===== src/rtl/exec_ctrl_if.sv =====
// Fetch/decode <-> execute handshake: decoded instruction in, fetch request and pc out.
interface exec_ctrl_if #(
  parameter int DATA_LEN = 8,
  parameter int PC_W     = 6
);
  logic                IS_ready;
  logic [3:0]          control_bus;
  logic [DATA_LEN-1:0] data;
  logic                en;
  logic [PC_W-1:0]     pc;

  // Execute side: consumes decoded instructions, drives fetch request and address.
  modport master (
    input  IS_ready, control_bus, data,
    output en, pc
  );

  // Fetch/decode side.
  modport slave (
    output IS_ready, control_bus, data,
    input  en, pc
  );
endinterface


===== src/rtl/exec_ctrl.sv =====
// Execute/sequencing stage: requests one instruction per round-trip, executes it
// on an 8-bit accumulator plus a local data memory, and owns pc, flags and halt/error.
module exec_ctrl #(
  parameter int INST_CAP   = 20,
  parameter int DATA_LEN   = 8,
  parameter int DMEM_DEPTH = 256,
  parameter int TIMEOUT    = 15
) (
  input  logic                clk,
  input  logic                rstn,
  exec_ctrl_if.master         bus,
  output logic [DATA_LEN-1:0] acc,
  output logic                zf,
  output logic                cf,
  output logic                halted,
  output logic                err
);

  localparam int PC_W  = $clog2(INST_CAP) + 1;
  localparam int AW    = $clog2(DMEM_DEPTH);
  localparam int CNT_W = $clog2(TIMEOUT + 1);

  typedef enum logic [2:0] {S_IDLE, S_REQ, S_WAIT, S_EXEC, S_HALT} state_e;
  typedef enum logic [3:0] {
    OP_NOP = 4'h0, OP_LDI, OP_LD, OP_ST, OP_ADD, OP_SUB, OP_AND, OP_OR,
    OP_HALT, OP_JMP, OP_JZ, OP_JC, OP_ADDI, OP_NOT
  } op_e;

  state_e              state, state_n;
  op_e                 op_q;
  logic [DATA_LEN-1:0] imm_q;
  logic [PC_W-1:0]     pc_q, pc_n, pc_inc, tgt;
  logic [DATA_LEN-1:0] acc_n, mem_rd;
  logic                zf_n, cf_n, halted_n, err_n;
  logic [CNT_W-1:0]    cnt_q, cnt_n, cnt_inc;
  logic                ld_inst, st_we, acc_wr, take_jmp, tgt_ok;
  logic [DATA_LEN:0]   res;
  logic [DATA_LEN-1:0] dmem [DMEM_DEPTH];

  // Carry-out add / borrow-out subtract; the extra MSB is the new cf.
  function automatic logic [DATA_LEN:0] add_sub(input logic [DATA_LEN-1:0] a,
                                                 input logic [DATA_LEN-1:0] b,
                                                 input logic                sub);
    if (sub) return {1'b0, a} - {1'b0, b};
    else     return {1'b0, a} + {1'b0, b};
  endfunction

  assign bus.en  = (state == S_REQ);
  assign bus.pc  = pc_q;
  assign mem_rd  = dmem[imm_q[AW-1:0]];
  assign cnt_inc = cnt_q + CNT_W'(1);
  assign pc_inc  = (pc_q == PC_W'(INST_CAP - 1)) ? '0 : pc_q + PC_W'(1);
  // Targets wider than pc are truncated, narrower ones zero-extended.
  assign tgt     = PC_W'(imm_q);
  assign tgt_ok  = (tgt < PC_W'(INST_CAP));

  // State register.
  always_ff @(posedge clk or negedge rstn) begin
    if (!rstn) state <= S_IDLE;
    else       state <= state_n;
  end

  // Next-state, instruction execution and fault detection.
  always_comb begin
    state_n  = state;
    pc_n     = pc_q;
    acc_n    = acc;
    zf_n     = zf;
    cf_n     = cf;
    halted_n = halted;
    err_n    = err;
    cnt_n    = cnt_q;
    ld_inst  = 1'b0;
    st_we    = 1'b0;
    acc_wr   = 1'b0;
    take_jmp = 1'b0;
    res      = '0;
    case (state)
      S_IDLE: state_n = S_REQ;
      S_REQ:  state_n = S_WAIT;
      S_WAIT: begin
        if (bus.IS_ready) begin
          ld_inst = 1'b1;
          state_n = S_EXEC;
        end else begin
          cnt_n = cnt_inc;
          if (cnt_inc == CNT_W'(TIMEOUT)) begin
            err_n    = 1'b1;
            halted_n = 1'b1;
            state_n  = S_HALT;
          end
        end
      end
      S_EXEC: begin
        cnt_n   = '0;
        state_n = S_REQ;
        pc_n    = pc_inc;
        case (op_q)
          OP_NOP:  ;
          OP_LDI:  begin acc_n = imm_q;  cf_n = 1'b0; acc_wr = 1'b1; end
          OP_LD:   begin acc_n = mem_rd; cf_n = 1'b0; acc_wr = 1'b1; end
          OP_ST:   st_we = 1'b1;
          OP_ADD:  begin res = add_sub(acc, mem_rd, 1'b0); acc_n = res[DATA_LEN-1:0]; cf_n = res[DATA_LEN]; acc_wr = 1'b1; end
          OP_SUB:  begin res = add_sub(acc, mem_rd, 1'b1); acc_n = res[DATA_LEN-1:0]; cf_n = res[DATA_LEN]; acc_wr = 1'b1; end
          OP_AND:  begin acc_n = acc & mem_rd; cf_n = 1'b0; acc_wr = 1'b1; end
          OP_OR:   begin acc_n = acc | mem_rd; cf_n = 1'b0; acc_wr = 1'b1; end
          OP_HALT: begin pc_n = pc_q; halted_n = 1'b1; state_n = S_HALT; end
          OP_JMP:  take_jmp = 1'b1;
          OP_JZ:   take_jmp = zf;
          OP_JC:   take_jmp = cf;
          OP_ADDI: begin res = add_sub(acc, imm_q, 1'b0); acc_n = res[DATA_LEN-1:0]; cf_n = res[DATA_LEN]; acc_wr = 1'b1; end
          OP_NOT:  begin acc_n = ~acc; cf_n = 1'b0; acc_wr = 1'b1; end
          default: begin pc_n = pc_q; err_n = 1'b1; halted_n = 1'b1; state_n = S_HALT; end
        endcase
        if (take_jmp) begin
          if (tgt_ok) begin
            pc_n = tgt;
          end else begin
            pc_n     = pc_q;
            err_n    = 1'b1;
            halted_n = 1'b1;
            state_n  = S_HALT;
          end
        end
        if (acc_wr) zf_n = (acc_n == '0);
      end
      default: ;
    endcase
  end

  // Architectural state: pc, accumulator, flags, status and WAIT timeout counter.
  always_ff @(posedge clk or negedge rstn) begin
    if (!rstn) begin
      pc_q   <= '0;
      acc    <= '0;
      zf     <= 1'b0;
      cf     <= 1'b0;
      halted <= 1'b0;
      err    <= 1'b0;
      cnt_q  <= '0;
    end else begin
      pc_q   <= pc_n;
      acc    <= acc_n;
      zf     <= zf_n;
      cf     <= cf_n;
      halted <= halted_n;
      err    <= err_n;
      cnt_q  <= cnt_n;
    end
  end

  // Capture the decoded instruction when it is accepted in WAIT.
  always_ff @(posedge clk) begin
    if (ld_inst) begin
      op_q  <= op_e'(bus.control_bus);
      imm_q <= bus.data;
    end
  end

  // Data memory write; st_we only exists in EXEC, which reset leaves immediately.
  always_ff @(posedge clk) begin
    if (st_we) dmem[imm_q[AW-1:0]] <= acc;
  end

endmodule


===== src/flat_wrapper.sv =====
// flat-port wrapper written by rule: the top's interface ports become plain ports
module exec_ctrl_flat 
#(
  parameter int INST_CAP   = 20,
  parameter int DATA_LEN   = 8,
  parameter int DMEM_DEPTH = 256,
  parameter int TIMEOUT    = 15
)
  (clk, rstn, acc, zf, cf, halted, err, bus_IS_ready, bus_control_bus, bus_data, bus_en, bus_pc);
  exec_ctrl_if #(.DATA_LEN(DATA_LEN), .PC_W(6)) bus_i ();
  input  logic clk;
  input  logic rstn;
  output logic [DATA_LEN-1:0] acc;
  output logic zf;
  output logic cf;
  output logic halted;
  output logic err;
  input wire logic [$bits(bus_i.IS_ready)-1:0] bus_IS_ready;
  input wire logic [$bits(bus_i.control_bus)-1:0] bus_control_bus;
  input wire logic [$bits(bus_i.data)-1:0] bus_data;
  output wire logic [$bits(bus_i.en)-1:0] bus_en;
  output wire logic [$bits(bus_i.pc)-1:0] bus_pc;
  assign bus_i.IS_ready = bus_IS_ready;
  assign bus_i.control_bus = bus_control_bus;
  assign bus_i.data = bus_data;
  assign bus_en = bus_i.en;
  assign bus_pc = bus_i.pc;
  exec_ctrl #(.INST_CAP(INST_CAP), .DATA_LEN(DATA_LEN), .DMEM_DEPTH(DMEM_DEPTH), .TIMEOUT(TIMEOUT)) u_core (.clk(clk), .rstn(rstn), .bus(bus_i), .acc(acc), .zf(zf), .cf(cf), .halted(halted), .err(err));
endmodule

===== config.mk =====
export PLATFORM = sky130hd
export DESIGN_NAME = exec_ctrl_flat
export DESIGN_NICKNAME = d
export VERILOG_FILES = /design/src/rtl/exec_ctrl_if.sv /design/src/rtl/exec_ctrl.sv /design/src/flat_wrapper.sv
export SDC_FILE = /design/constraint.sdc
export NUM_CORES = 2
export LEC_CHECK = 0
export CAP_MARGIN = 20
export CORE_MARGIN = 1
export CORE_UTILIZATION = 35
export DETAILED_ROUTE_END_ITERATION = 16
export PLACE_DENSITY_LB_ADDON = 0.3
export SYNTH_ARGS = -nofsm -noshare
export SYNTH_HDL_FRONTEND = slang
export SYNTH_SLANG_ARGS = --single-unit

===== constraint.sdc =====
create_clock -name clk -period 10.41 [get_ports clk]
set_clock_uncertainty 0.05 [all_clocks]
set_input_delay 1.041 -clock clk [delete_from_list [all_inputs] [get_ports clk]]
set_output_delay 1.041 -clock clk [all_outputs]
set_load 0.1 [all_outputs]

==> results.md <==
* Clk pwr share at 33.7%
* Initial core utilization at 35.4%
* Hold-fix buffers, CTS at 0
* Top cells by count, synth: edfxtp_1, mux4_2, nor2_1
* Hold WC Path Type: flip-flop to flip-flop
* Setup crit end kind: flip-flop
* H-Tree Depth at 4
* Max Buffers Root-to-Sink at 3
* Crit path capture: u_core.zf
* Setup_tns at 0 ns
* Cts bufs inserted at 207
* Slew HR at 23.5%
* Vias in the first global route at 42500
* RSZ-0062 raised after global routing: no
* Type of origin of the critical path: flip-flop
* Worst Path Required at 11.11 ns
* Leakage power at 29.0 nW
* GRT Util Overall at 19.5%
* Yosys cell types at 87
* Die H at 491 um
* Drt wl/cell at 31.3 um
* Root buffer cell: clkbuf_16
* Die area at 241000 sq um
* Async S/R FF share, synth at 1.19%
* # DRC at 0
* Seq/Total Area, Yosys at 75.0%
* CTS tree: done
* Area growth from synthesis to layout at 12.3%
* Pwr Density at 227 nW/um^2
* Number of DRC markers in iteration 0 at 5535
* Post-CTS Setup Bufs at 0
* Fin. max-slew vios at 0
* WP data arrival at 7.71 ns
* Average cell area after synthesis at 20.1 sq um
* Reg-to-Reg End: u_core.zf
* Share of cells above drive strength 1 at 20.8%
* Crit path cell chain: buf_12 > buf_4 > mux4_2 > nand2_1 > a311oi_1 > o2111ai_1 > nand4_1 > nand4b_2 > ha_1 > a21o_1 > a21oi_1 > o31ai_1 > o22ai_1 > a221oi_1 > o211ai_1 > and4bb_2 > nand2_1 > o41ai_2
* Most used flip-flop cell after synthesis: edfxtp_1
* Mapped Nets at 4219
* Post-synth EDFFs at 2060
* Slowest CP cell: a311oi_1
* Sw Ratio at 28.4%
* Flop2flop setup slack at 3.40 ns
* Global-route wire length before repair at 334000 um
* Post-route ant nets at 0
* Final hold violations at 0
* Clock Pin Slew Worst Setup and Hold Paths at 0.06 ns
* Largest stage delay, worst path at 0.83 ns
* Maximum vdd drop at 0.000228 V
* Post-DP HPWL at 145000 um
* Worst skew pair latency at 0.89 ns
* Top post-synthesis cells by area: edfxtp_1, mux4_2, nor2_1
* Rows at 178
* Initial antenna violation count at 11
* Vias per cell at 5.70
* Met2 wire length at 109000 um
* Sink Count at 2093
* Fin crit share at 67.3%
* Detailed Routing Iterations Pass 1 at 5
* Endpoints failing setup at 0
* Gate power share at 16.1%
* Largest net degree at the start of global routing at 227
* Power Internal at 0.0152 W
* R2r worst-path depth at 18
* Status: completed
* DR top layer: met5
* Yosys top cell by area: edfxtp_1
* Worst Setup Slack, final at 3.40 ns
* Fill count at 20900
* Layout Nets at 4328
* Slew @ Worst Pin at 1.15 ns
* I/O Buffers at 33
* FMAX at 0.143 GHz
* Overflow after GRT at 0
* # IOs at 34
* Met1 WL at 100000 um
* Fin crit period at 7.01 ns
* Yosys warns at 0
* Crit-path most repeated cell: nand2_1
* Pre-CTS setup slack at 3.65 ns
* Flop pwr share at 50.2%
* Placer Congestion at 0.854
* Crit-path max FO at 76
* CTS resizes at 0
* Area fraction of the dominant cell type after synthesis at 74.1%
* Netlist Area Pre-Place at 83500 sq um
* Met3 routed wirelength at 20700 um
* Count leader, synth: edfxtp_1
* Core area at 236000 sq um
* Mapped Cells at 4165
* Switch Pwr at 0.00604 W
* Die Width at 491 um
* Max Cap Viol at 0
* Via count at 43400
* Kind of critical path: flip-flop to flip-flop
* Flop and latch count out of synthesis at 2093
* Final WL at 238000 um
power by group through the flow:
stage | sequential [W] | combinational (W) | clock [W]
2_1_floorplan | 0.0117 | 0.00140 | 0
3_3_place_gp | 0.0109 | 0.00335 | 0
3_5_place_dp | 0.0109 | 0.00341 | 0
4_1_cts | 0.0107 | 0.00341 | 0.00727
5_1_grt | 0.0107 | 0.00361 | 0.00756
6_report | 0.0107 | 0.00343 | 0.00716
sequential cells by signal, indices dropped and copies added, names as in the netlist, named ones only:
name           flops
u_core.state       3
u_core.imm_q       8
u_core.dmem     2048
u_core.acc         8
u_core.err         1
u_core.op_q        4
u_core.zf          1
u_core.cf          1
u_core.halted      1
u_core.cnt_q       4
u_core.bus.pc      6
placed cells by master, fill, tap and decap left out, types with 34 or more instances in the layout:
master	instances
a22oi_1	64
clkinv_1	47
clkbuf_16	208
a21oi_1	80
o21ai_0	58
edfxtp_1	2060
ha_1	36
clkinv_2	36
o22ai_1	34
clkbuf_1	62
nand3_1	41
nand2_1	172
mux2i_1	103
nor2_1	320
buf_4	90
mux4_2	469
nor3_1	41
worst max-delay path, delay by kind of cell (launching register included):
| family | cells | cell delay, ns |
|---|---|---|
| fa+ha+maj | 1 | 0.46 |
| buf+inv | 2 | 1.20 |
| simple gates | 5 | 1.27 |
| flops | 1 | 0.59 |
| mux | 1 | 0.33 |
| compound gates | 9 | 2.87 |
layout make-up:
class                   instances  area, sq um  area share, %
flip-flops and latches       2093        62700           66.8
multi-input cells            1802        19300           20.6
clock buffers                 270         5440           5.80
well taps                    3150         3940           4.20
repair buffers                139         1310           1.39
clock inverters               113         1000           1.07
inverters                      31          116          0.124
diodes                          2         5.00        0.00534
kinds of logic (layout without fill, tap and decap cells):
| group | Yosys count | after routing | share of synthesized area, % |
|---|---|---|---|
| xor+xnor | 12 | 12 | 0.126 |
| fa+ha+maj | 39 | 39 | 0.611 |
| simple gates | 728 | 728 | 3.96 |
| buf+inv | 270 | 553 | 1.99 |
| mux | 625 | 625 | 15.1 |
| flops | 2093 | 2093 | 75.0 |
| compound gates | 398 | 398 | 3.22 |
| other cells | 0 | 2 | 0 |
through the flow:
stage	cells	power, W	hold WS [ns]	util, %	instance area [sq um]
after floorplan	4165	0.0131	0.470	-	83500
after global placement	7209	0.0142	0.406	36.9	87300
after detailed placement	7214	0.0143	0.416	37.0	87300
after CTS	7597	0.0214	0.430	39.7	93800
after global routing	7600	0.0219	0.440	39.7	93800
final	7600	0.0213	0.428	39.7	93800
per-layer routing:
layer,track usage (%),vias up
met5,0,-
met4,6.71,6
met3,3.98,392
met1,27.7,23400
li1,-,17400
met2,29.7,2120
worst min path at each step:
stage	start	endpoint	slack [ns]	cells after the start
after global routing	u_core.halted	u_core.halted	0.44	1
after detailed placement	u_core.halted	u_core.halted	0.42	1
after CTS	u_core.err	u_core.err	0.43	1
final	u_core.err	u_core.err	0.43	1
after floorplan	u_core.cnt_q[2]	u_core.cnt_q[2]	0.47	1
after global placement	u_core.halted	u_core.halted	0.41	1
No activity file was read; power rests on OpenSTA's default activity.
